--- src/rtl/data_memory_arbiter.sv ---
// Two-requester arbiter in front of a single-port data memory.
// Round-robin on contention, one transaction in flight, registered strobes and acks.
module data_memory_arbiter #(
  parameter int DEPTH = 256
) (
  input  logic        clock,
  input  logic        reset_n,
  input  logic        req0,
  input  logic        req1,
  input  logic        we0,
  input  logic        we1,
  input  logic [31:0] addr0,
  input  logic [31:0] addr1,
  input  logic [31:0] wdata0,
  input  logic [31:0] wdata1,
  output logic        ack0,
  output logic        ack1,
  output logic        err0,
  output logic        err1,
  output logic [31:0] rdata0,
  output logic [31:0] rdata1,
  output logic        MemWrite,
  output logic        MemRead,
  output logic [31:0] address,
  output logic [31:0] write_data,
  input  logic [31:0] read_data
);

  typedef enum logic [1:0] {
    IDLE   = 2'd0,
    ACCESS = 2'd1,
    RESP   = 2'd2
  } state_t;

  state_t      state, state_next;
  logic        cur_id;
  logic        cur_we;
  logic [31:0] cur_addr;
  logic [31:0] cur_wdata;
  logic        err_flag;
  logic        last_grant;
  logic        grant_id;
  logic        in_range;

  // On contention the requester that did not win last time goes first.
  assign grant_id = (req0 && req1) ? ~last_grant : req1;
  assign in_range = (cur_addr < 32'(DEPTH));

  always_ff @(posedge clock or negedge reset_n) begin
    if (!reset_n) state <= IDLE;
    else          state <= state_next;
  end

  // NOTE: every combinational output gets a default before the case so no latch is inferred.
  always_comb begin
    state_next = state;
    case (state)
      IDLE:    if (req0 || req1) state_next = ACCESS;
      ACCESS:  state_next = RESP;
      RESP:    state_next = IDLE;
      default: state_next = IDLE;
    endcase
  end

  // Strobes and acks are registered, so each appears one cycle after the state that
  // decides it: strobes while the FSM sits in RESP, ack while it is back in IDLE.
  // NOTE: sequential state uses non-blocking assignments only, so every register sees pre-edge values.
  always_ff @(posedge clock or negedge reset_n) begin
    if (!reset_n) begin
      cur_id     <= 1'b0;
      cur_we     <= 1'b0;
      cur_addr   <= '0;
      cur_wdata  <= '0;
      err_flag   <= 1'b0;
      last_grant <= 1'b1;
      MemWrite   <= 1'b0;
      MemRead    <= 1'b0;
      address    <= '0;
      write_data <= '0;
      ack0       <= 1'b0;
      ack1       <= 1'b0;
      err0       <= 1'b0;
      err1       <= 1'b0;
      rdata0     <= '0;
      rdata1     <= '0;
    end else begin
      MemWrite <= 1'b0;
      MemRead  <= 1'b0;
      ack0     <= 1'b0;
      ack1     <= 1'b0;
      err0     <= 1'b0;
      err1     <= 1'b0;
      case (state)
        IDLE: begin
          if (req0 || req1) begin
            cur_id     <= grant_id;
            cur_we     <= grant_id ? we1    : we0;
            cur_addr   <= grant_id ? addr1  : addr0;
            cur_wdata  <= grant_id ? wdata1 : wdata0;
            last_grant <= grant_id;
          end
        end
        ACCESS: begin
          err_flag <= ~in_range;
          // Out-of-range accesses never touch the memory bus; address keeps its last value.
          if (in_range) begin
            MemWrite   <= cur_we;
            MemRead    <= ~cur_we;
            address    <= cur_addr;
            write_data <= cur_wdata;
          end
        end
        RESP: begin
          if (cur_id) begin
            ack1 <= 1'b1;
            err1 <= err_flag;
          end else begin
            ack0 <= 1'b1;
            err0 <= err_flag;
          end
          // read_data is valid while MemRead is high, i.e. right up to this edge.
          if (MemRead) begin
            if (cur_id) rdata1 <= read_data;
            else        rdata0 <= read_data;
          end
        end
        default: ;
      endcase
    end
  end

endmodule

--- config.mk ---
export PLATFORM = sky130hd
export DESIGN_NAME = data_memory_arbiter
export DESIGN_NICKNAME = d
export VERILOG_FILES = /design/src/rtl/data_memory_arbiter.sv
export SDC_FILE = /design/constraint.sdc
export NUM_CORES = 1
export LEC_CHECK = 0
export CAP_MARGIN = 20
export CORE_MARGIN = 10
export CORE_UTILIZATION = 44
export CTS_BUF_LIST = sky130_fd_sc_hd__clkbuf_16
export DETAILED_ROUTE_END_ITERATION = 6
export GPL_ROUTABILITY_DRIVEN = 0
export GPL_TIMING_DRIVEN = 0
export MAX_ROUTING_LAYER = met4
export PLACE_DENSITY = 0.8
export SYNTH_ARGS = -nofsm -noshare
export SYNTH_HDL_FRONTEND = slang
export SYNTH_SLANG_ARGS = --single-unit
--- constraint.sdc ---
create_clock -name clock -period 2.2 [get_ports clock]
set_clock_uncertainty 0.15 [all_clocks]
set_input_delay 0.33 -clock clock [delete_from_list [all_inputs] [get_ports clock]]
set_output_delay 0.33 -clock clock [all_outputs]
set_load 0.02 [all_outputs]
# Word-level counts from Yosys, hierarchy flattened
# Cells that the tools add are included.
# Widths: inputs -> output; s select.
# totals
reg_bits	204
inputBits	166
out_inout_bits	134
# classes
order_cmp	1
n_eq_ne	3
n_mux	18
bitwise_logic	4
reduce_logical	7
# ops
operator	count
$mux 32	2
$lt 32x9->1 const B	1
$mux 1	14
$reduce_and 3->1	2
$not 1->1	4
$pmux 2 s2	1
$reduce_and 2->1	2
$eq 2x1->1 const B	1
$eq 2x2->1 const B	1
$logic_not 2->1	1
$mux 2	1
$ne 2x2->1 const B	1
$logic_and 1x1->1	1
$logic_or 1x1->1	1

# Depth between registers and ports, before layout
# logic_depth
ltp_word	3
mapped_depth	6
mapped_depth_nobuf	5

# Worst setup path after synthesis
# OpenSTA, ideal clock, no wires.
# synth_path
kind	reg2reg
from	reg cur_addr[20]
to	reg address[0]
t_arrival_ns	1.536
slack_ns	0.386
path_stages_with_launch	7
n_path_buf	2
synth_period_minus_slack_ns	1.814
cell_sequence	dfrtp_1 -> nor4_1 -> nand4_1 -> nor2_1 -> buf_4 -> buf_6 -> mux2_1
# synth_via
elab_chain_cells	2
# synth_lines
element	line_no	source
start: declaration	38	logic [31:0] cur_addr;
start signal: assignment	98	cur_addr <= grant_id ? addr1 : addr0;
$lt 32x9->1	47	assign in_range = (cur_addr < 32'(DEPTH));
$reduce_and 2->1 (no line)	-	
end signal: assignment	109	address <= cur_addr;
end: declaration	24	output logic [31:0] address,
# Every way passes these cells.
# A chain may end at the register's enable or synchronous reset.

# Worst setup path after layout
# layout_path
from	reg cur_addr[20]
to	reg write_data[27]
# layout_via
elab_chain_cells	2
# layout_lines
element	line_no	source
$lt 32x9->1	47	
$reduce_and 2->1 (no line)	-	
end signal: assignment	110	write_data <= cur_wdata;
end: declaration	25	output logic [31:0] write_data,
# Every way passes these cells.

==> qor.yml <==
cts:
  ctsLongestPathBuffers: 3
  ctsRootBufferMaster: "clkbuf_16"
  cts_setup_buffers: 0
  clk_pin_slew_ns: 0.06
  clk_latency_ns: 0.49
  htreeDepth: 1
  cts_tree: "done"
  clkSinkCount: 204
  numCtsBuffers: 21
placed_design:
  portBuffers: 299
  hpwl_mm: 18.2
  place_inst: 1120
  placed_area_um2: 11300
cells_and_area:
  multi_input_area_um2: 2740
  stdcell_count: 1157
  nFillCells: 1376
  final_area_um2: 12000
  finish.utilization: 0.672
  nNetsFinal: 1081
  seqCellArea_um2: 5110
  layout-drive-gt1-share: 0.158
  diodes: 0
  area_growth_syn_to_layout_pct: 50.4
critical_path:
  path_max_fanout: 10
  endpoint_kind: "register"
  crit_buf_inv: 2
  crit_path_start_kind: "register"
  worst_path_most_repeated_cell: "buf_6"
  crit_type: "register to register"
  critPathTopFamily: "simple AND/OR/NAND/NOR gates"
  cpPeakStageDelay_ns: 0.38
  rrSetupSlack_ns: 0.10
  crit_arrival_ns: 2.32
  path_cells: "nor4_1, nand4_1, nor2_4, buf_6, buf_6, mux2_1"
  critPathRequiredTime_ns: 2.42
  crit_slowest_cell: "dfrtp_1"
floorplanning:
  io_pins: 300
  core_area_um2: 17900
  initial_core_util: 0.447
  die_w_um: 155
  row_count: 49
  dieHeight_um: 155
  dieArea_um2: 24000
sta:
  hold_viol: 0
  tightest_slew_ns: 0.712
  maxSlewViolCount: 0
  min_period_ns: 2.10
  fin_crit_sh: 0.952
  rsz0062_at_grt: "no"
  max-slew-margin-rel: 0.526
  setup_viol: 0
  clock.fmax_mhz: 477
  holdWs_ns: 0.276
yosys:
  yosys_warnings: 0
  synthesis.nets: 757
  ys_seq_area_frac: 0.639
  ys_seq_elements: 204
  syn-cell-area_um2: 8000
  synth_cell_types: 24
  synth.avg_cell_area_um2: 13.5
  synth_cells: 591
global_routing:
  grt_pass1_wl_mm: 36.3
  track_usage: 0.195
  overflow: 0
  grt_pass1_vias: 6509
  antenna_found_initial: 0
  grt_max_degree: 113
power_and_ir_drop:
  p_leak_nw: 5.53
  vdd_ir_drop_max_mv: 0.653
  p_total_mw: 10.4
  power_density_nw_per_um2: 866
route:
  routed_via_density: 4.97
  wirelength_mm: 23.4
  dr.pass1.iters: 4
  vias: 5751
  ant_nets: 0
  drc: 0
  post_drt_wl_per_cell_um: 20.3
  drtIter0Drc: 283
run_status:
  status: "complete, no violations"
run:
  drv_cap: 0
hold_path:
  hp-class: "input pin to async pin"
[per-stage QoR]
step	TNS, ns	worst slack, ns
after floorplan	0	0.386
after global placement	-1589.48	-7.68
after detailed placement	-31.43	-0.464
after CTS	0	0.000518
after global routing	0	0.0130
final	0	0.105
[registers in the layout, summed over array words and instances, names as in the netlist]
signal and flops:
ack0 1, address 32, cur_wdata 32, err0 1
err1 1, ack1 1, err_flag 1, MemWrite 1
cur_addr 32, MemRead 1, rdata0 32, last_grant 1
cur_we 1, write_data 32, cur_id 1, rdata1 32
state 2
[worst register-to-register path: stages, from the launching register on]
cell and delay (ns):
dfrtp_1 0.38, nor4_1 0.32, nand4_1 0.22, nor2_4 0.21
buf_6 0.20, buf_6 0.18, mux2_1 0.33
[metal layers]
metal  GRT usage  routed length, um
met2       0.314              11000
met5           -                  0
met3      0.0832               2700
met4      0.0427                397
met1       0.223               9320
[synth_stat cells]
cell | number | area (um2)
dfstp_2 | 1 | 26.3
clkbuf_1 | 14 | 52.6
nor3b_2 | 1 | 12.5
nor2b_1 | 24 | 150
and2_1 | 4 | 25.0
nor4_1 | 6 | 37.5
buf_2 | 12 | 60.1
inv_1 | 1 | 3.75
a21boi_1 | 1 | 7.51
nand3_1 | 1 | 5.00
nor2_1 | 4 | 15.0
o21ai_1 | 1 | 5.00
nand2_1 | 71 | 267
nor3_1 | 1 | 5.00
o21ai_0 | 65 | 325
mux2_2 | 89 | 1000
buf_4 | 7 | 52.6
nand4_1 | 1 | 6.26
mux2_1 | 15 | 169
and3b_1 | 1 | 8.76
mux2i_1 | 65 | 651
dfrtp_1 | 203 | 5080
and2b_1 | 1 | 7.51
buf_6 | 2 | 22.5
[timing repair]
| action | in CTS | in global routing |
|---|---|---|
| hold buffers | 1 | 0 |
| endpoints found under the hold margin | 92 | 0 |
| pin swaps | 0 | 1 |
| resized for setup | 4 | 8 |
| setup endpoints to repair | 60 | 91 |
[report_power, final]
| part | total, mW | switching, mW | internal (mW) |
|---|---|---|---|
| Sequential | 4.84 | 0.397 | 4.44 |
| Clock | 3.46 | 1.39 | 2.07 |
| Combinational | 2.11 | 1.19 | 0.923 |
[path summary, 6_finish.rpt]
check / start / endpoint / cells past startpoint
max: cur_addr[20] / write_data[27] / 6
min: reset_n / rdata0[5] / 2
max reg2reg: cur_addr[20] / write_data[27] / 6
min reg2reg: cur_wdata[22] / cur_wdata[22] / 2
max in group asynchronous: reset_n / cur_wdata[31] / 3
min in group clock: wdata0[22] / cur_wdata[22] / 3
[cells in the final DEF (no fill, tap or decap), types with 6 or more instances in the layout]
cell,count
o21ai_0,65
clkbuf_16,21
mux2_1,15
buf_2,12
clkdlybuf4s50_1,298
mux2i_1,65
inv_1,7
nor2b_1,24
clkbuf_1,12
mux2_2,89
dfrtp_1,203
nand2_1,71
buf_4,6
[layout make-up]
cell class | count | area share
Timing Repair Buffer | 301 | 0.252
Sequential cell | 204 | 0.424
Clock buffer | 21 | 0.0437
Tap cell | 229 | 0.0238
Inverter | 1 | 0.000312
Clock inverter | 15 | 0.0114
Buffer | 35 | 0.0161
Multi-Input combinational cell | 351 | 0.228
[cells by family (layout without fill, tap and decap cells)]
logic type	count (synthesis)	after routing	share of synthesized area
flops	204	204	0.639
mux	169	169	0.228
buf+inv	36	373	0.0239
simple gates	115	115	0.0674
compound gates	67	67	0.0422
Power figures use the tool's default switching activity.
==> RTL change (same flow settings) <==
Encoding of `state_t`: now one-hot (3 bits for 3 states).
--- a/src/rtl/data_memory_arbiter.sv
+++ b/src/rtl/data_memory_arbiter.sv
@@ -26,10 +26,10 @@
   input  logic [31:0] read_data
 );
 
-  typedef enum logic [1:0] {
-    IDLE   = 2'd0,
-    ACCESS = 2'd1,
-    RESP   = 2'd2
+  typedef enum logic [2:0] {
+    IDLE   = 3'b001,
+    ACCESS = 3'b010,
+    RESP   = 3'b100
   } state_t;
 
   state_t      state, state_next;
Check against the original RTL: same outputs for any inputs over 4 cycles, from zero or initial values and one cycle with reset_n low; so few cycles prove little.
==> RTL change against the original RTL <==
The run now ends with setup timing left; die area rose by 0.30%; wire length fell by 1.5%; synthesized cell count did not move; final cell count rose by 0.69%; fmax fell by 8.5%; power fell by 0.35%; sequential cell count rose by 1; design area rose by 1.7%; setup slack got worse by 0.19 ns; synthesized area rose by 0.34%.
==> RTL change: results (changes against the original RTL) <==
.. list-table::
   :header-rows: 1

   * - Metric
     - Value
   * - Share of final-layout standard cells stronger than drive strength 1
     - 17.3% (+1.5 points)
   * - Most frequent cells after synthesis
     - dfrtp_1, mux2_2, nand2_1
   * - Met2 wirelength from detailed routing
     - 11.6 mm (+5.0%)
   * - Met3 wire length
     - 1.68 mm (-38%)
   * - Global router's overall resource usage
     - 19.0% (-0.49 points)
   * - Netlist cell types
     - 25 (+4.2%)
   * - PnR worst setup slack
     - -0.0894 ns (-0.194 ns)
   * - Combinational power share
     - 21.5% (+1.2 points)
   * - Maximum ir drop on the vdd rail
     - 0.000657 V (+0.71%)
   * - Maximum number of pins on one net before global-route repair
     - 121 (+7.1%)
   * - Share of total power in sequential cells
     - 47.2% (+0.7 points)
   * - Number of global-route vias before repair
     - 6295 (-3.3%)
   * - Status
     - finished, violations left
   * - Data arrival time of the worst path
     - 2.50 ns (+0.18 ns)
   * - P per Cell Area
     - 848 nW/um2 (-2.0%)
   * - FILL cells
     - 1375 (-0.073%)
   * - Final number of setup-violating endpoints
     - 25 (+25)
   * - Post-cts resize count
     - 34 (+30)
   * - Failing checks
     - setup timing
   * - Synth top area cells
     - dfrtp_1, mux2_2, mux2i_1
   * - Met2 GRT Util
     - 31.8% (+0.41 points)
   * - Pre-CTS setup slack
     - -0.599 ns (-0.135 ns)
   * - Worst-path cell with the longest stage delay
     - or4_4
   * - # Post-CTS Setup Buffers
     - 6 (+6)
   * - Routed Wire Length
     - 23.1 mm (-1.5%)
   * - Beginning of the critical path
     - cur_addr[10]
   * - Non-Filler Instances
     - 1165 (+0.69%)
   * - Final HPWL from detailed placement
     - 17.7 mm (-2.7%)
   * - Avg Inst Size Synth
     - 13.6 um2 (+0.34%)
   * - Global-route wire length before repair
     - 35.8 mm (-1.4%)
   * - Length of routed wiring on met1
     - 9.44 mm (+1.2%)
==> RTL change: changes by cell type after synthesis, sizes merged, moves of 2 or more <==
| cell | unedited run | this run |
|---|---|---|
| and2 | 4 | 2 |
| inv | 1 | 3 |
| mux2 | 104 | 106 |
| nand2 | 71 | 67 |
| nor2 | 4 | 6 |
| or4 | 0 | 3 |
==> RTL change: through the flow <==
stage / setup TNS (ns) / util [%]
3_5_place_dp: -42.40 / 63.1
5_1_grt: -3.24 / 68.1
2_1_floorplan: 0 / -
4_1_cts: -1.66 / 67.9
6_report: -0.965 / 68.1
3_3_place_gp: -1614.15 / 62.9
==> RTL change: area by class of cell <==
cell class                 count  area (um2)  area share [%]
clock buffer                  21         526            4.29
tap                          229         287            2.34
inverter                       3        11.3          0.0920
clock inverter                16         101           0.828
multi-input combinational    349        2830            23.1
buffer                        33         209            1.71
sequential                   205        5130            41.9
timing repair buffer         309        3140            25.7
==> RTL change: worst max-delay path, delay by kind of cell, from the launching register on <==
kind,cells,cell delay [ns]
and+or+nand+nor,2,0.88
DFF,1,0.38
muxes,1,0.30
buffers and inverters,3,0.45
==> RTL change: path summary, 6_finish.rpt <==
check                                  to  slack, ns  cells past startpoint
max                        write_data[25]      -0.09                      6
min                          cur_wdata[9]       0.31                      3
max reg2reg                write_data[25]      -0.09                      6
min reg2reg                  cur_wdata[9]       0.32                      2
max in group asynchronous      last_grant       0.63                      3
min in group asynchronous       rdata1[4]       0.36                      2
==> RTL change: logic make-up after synthesis <==
| family | Yosys count | share of synthesized area (%) |
|---|---|---|
| simple gates | 111 | 6.64 |
| compound gates | 67 | 4.24 |
| flops | 205 | 64.0 |
| buf+inv | 37 | 2.17 |
| mux | 171 | 23.0 |
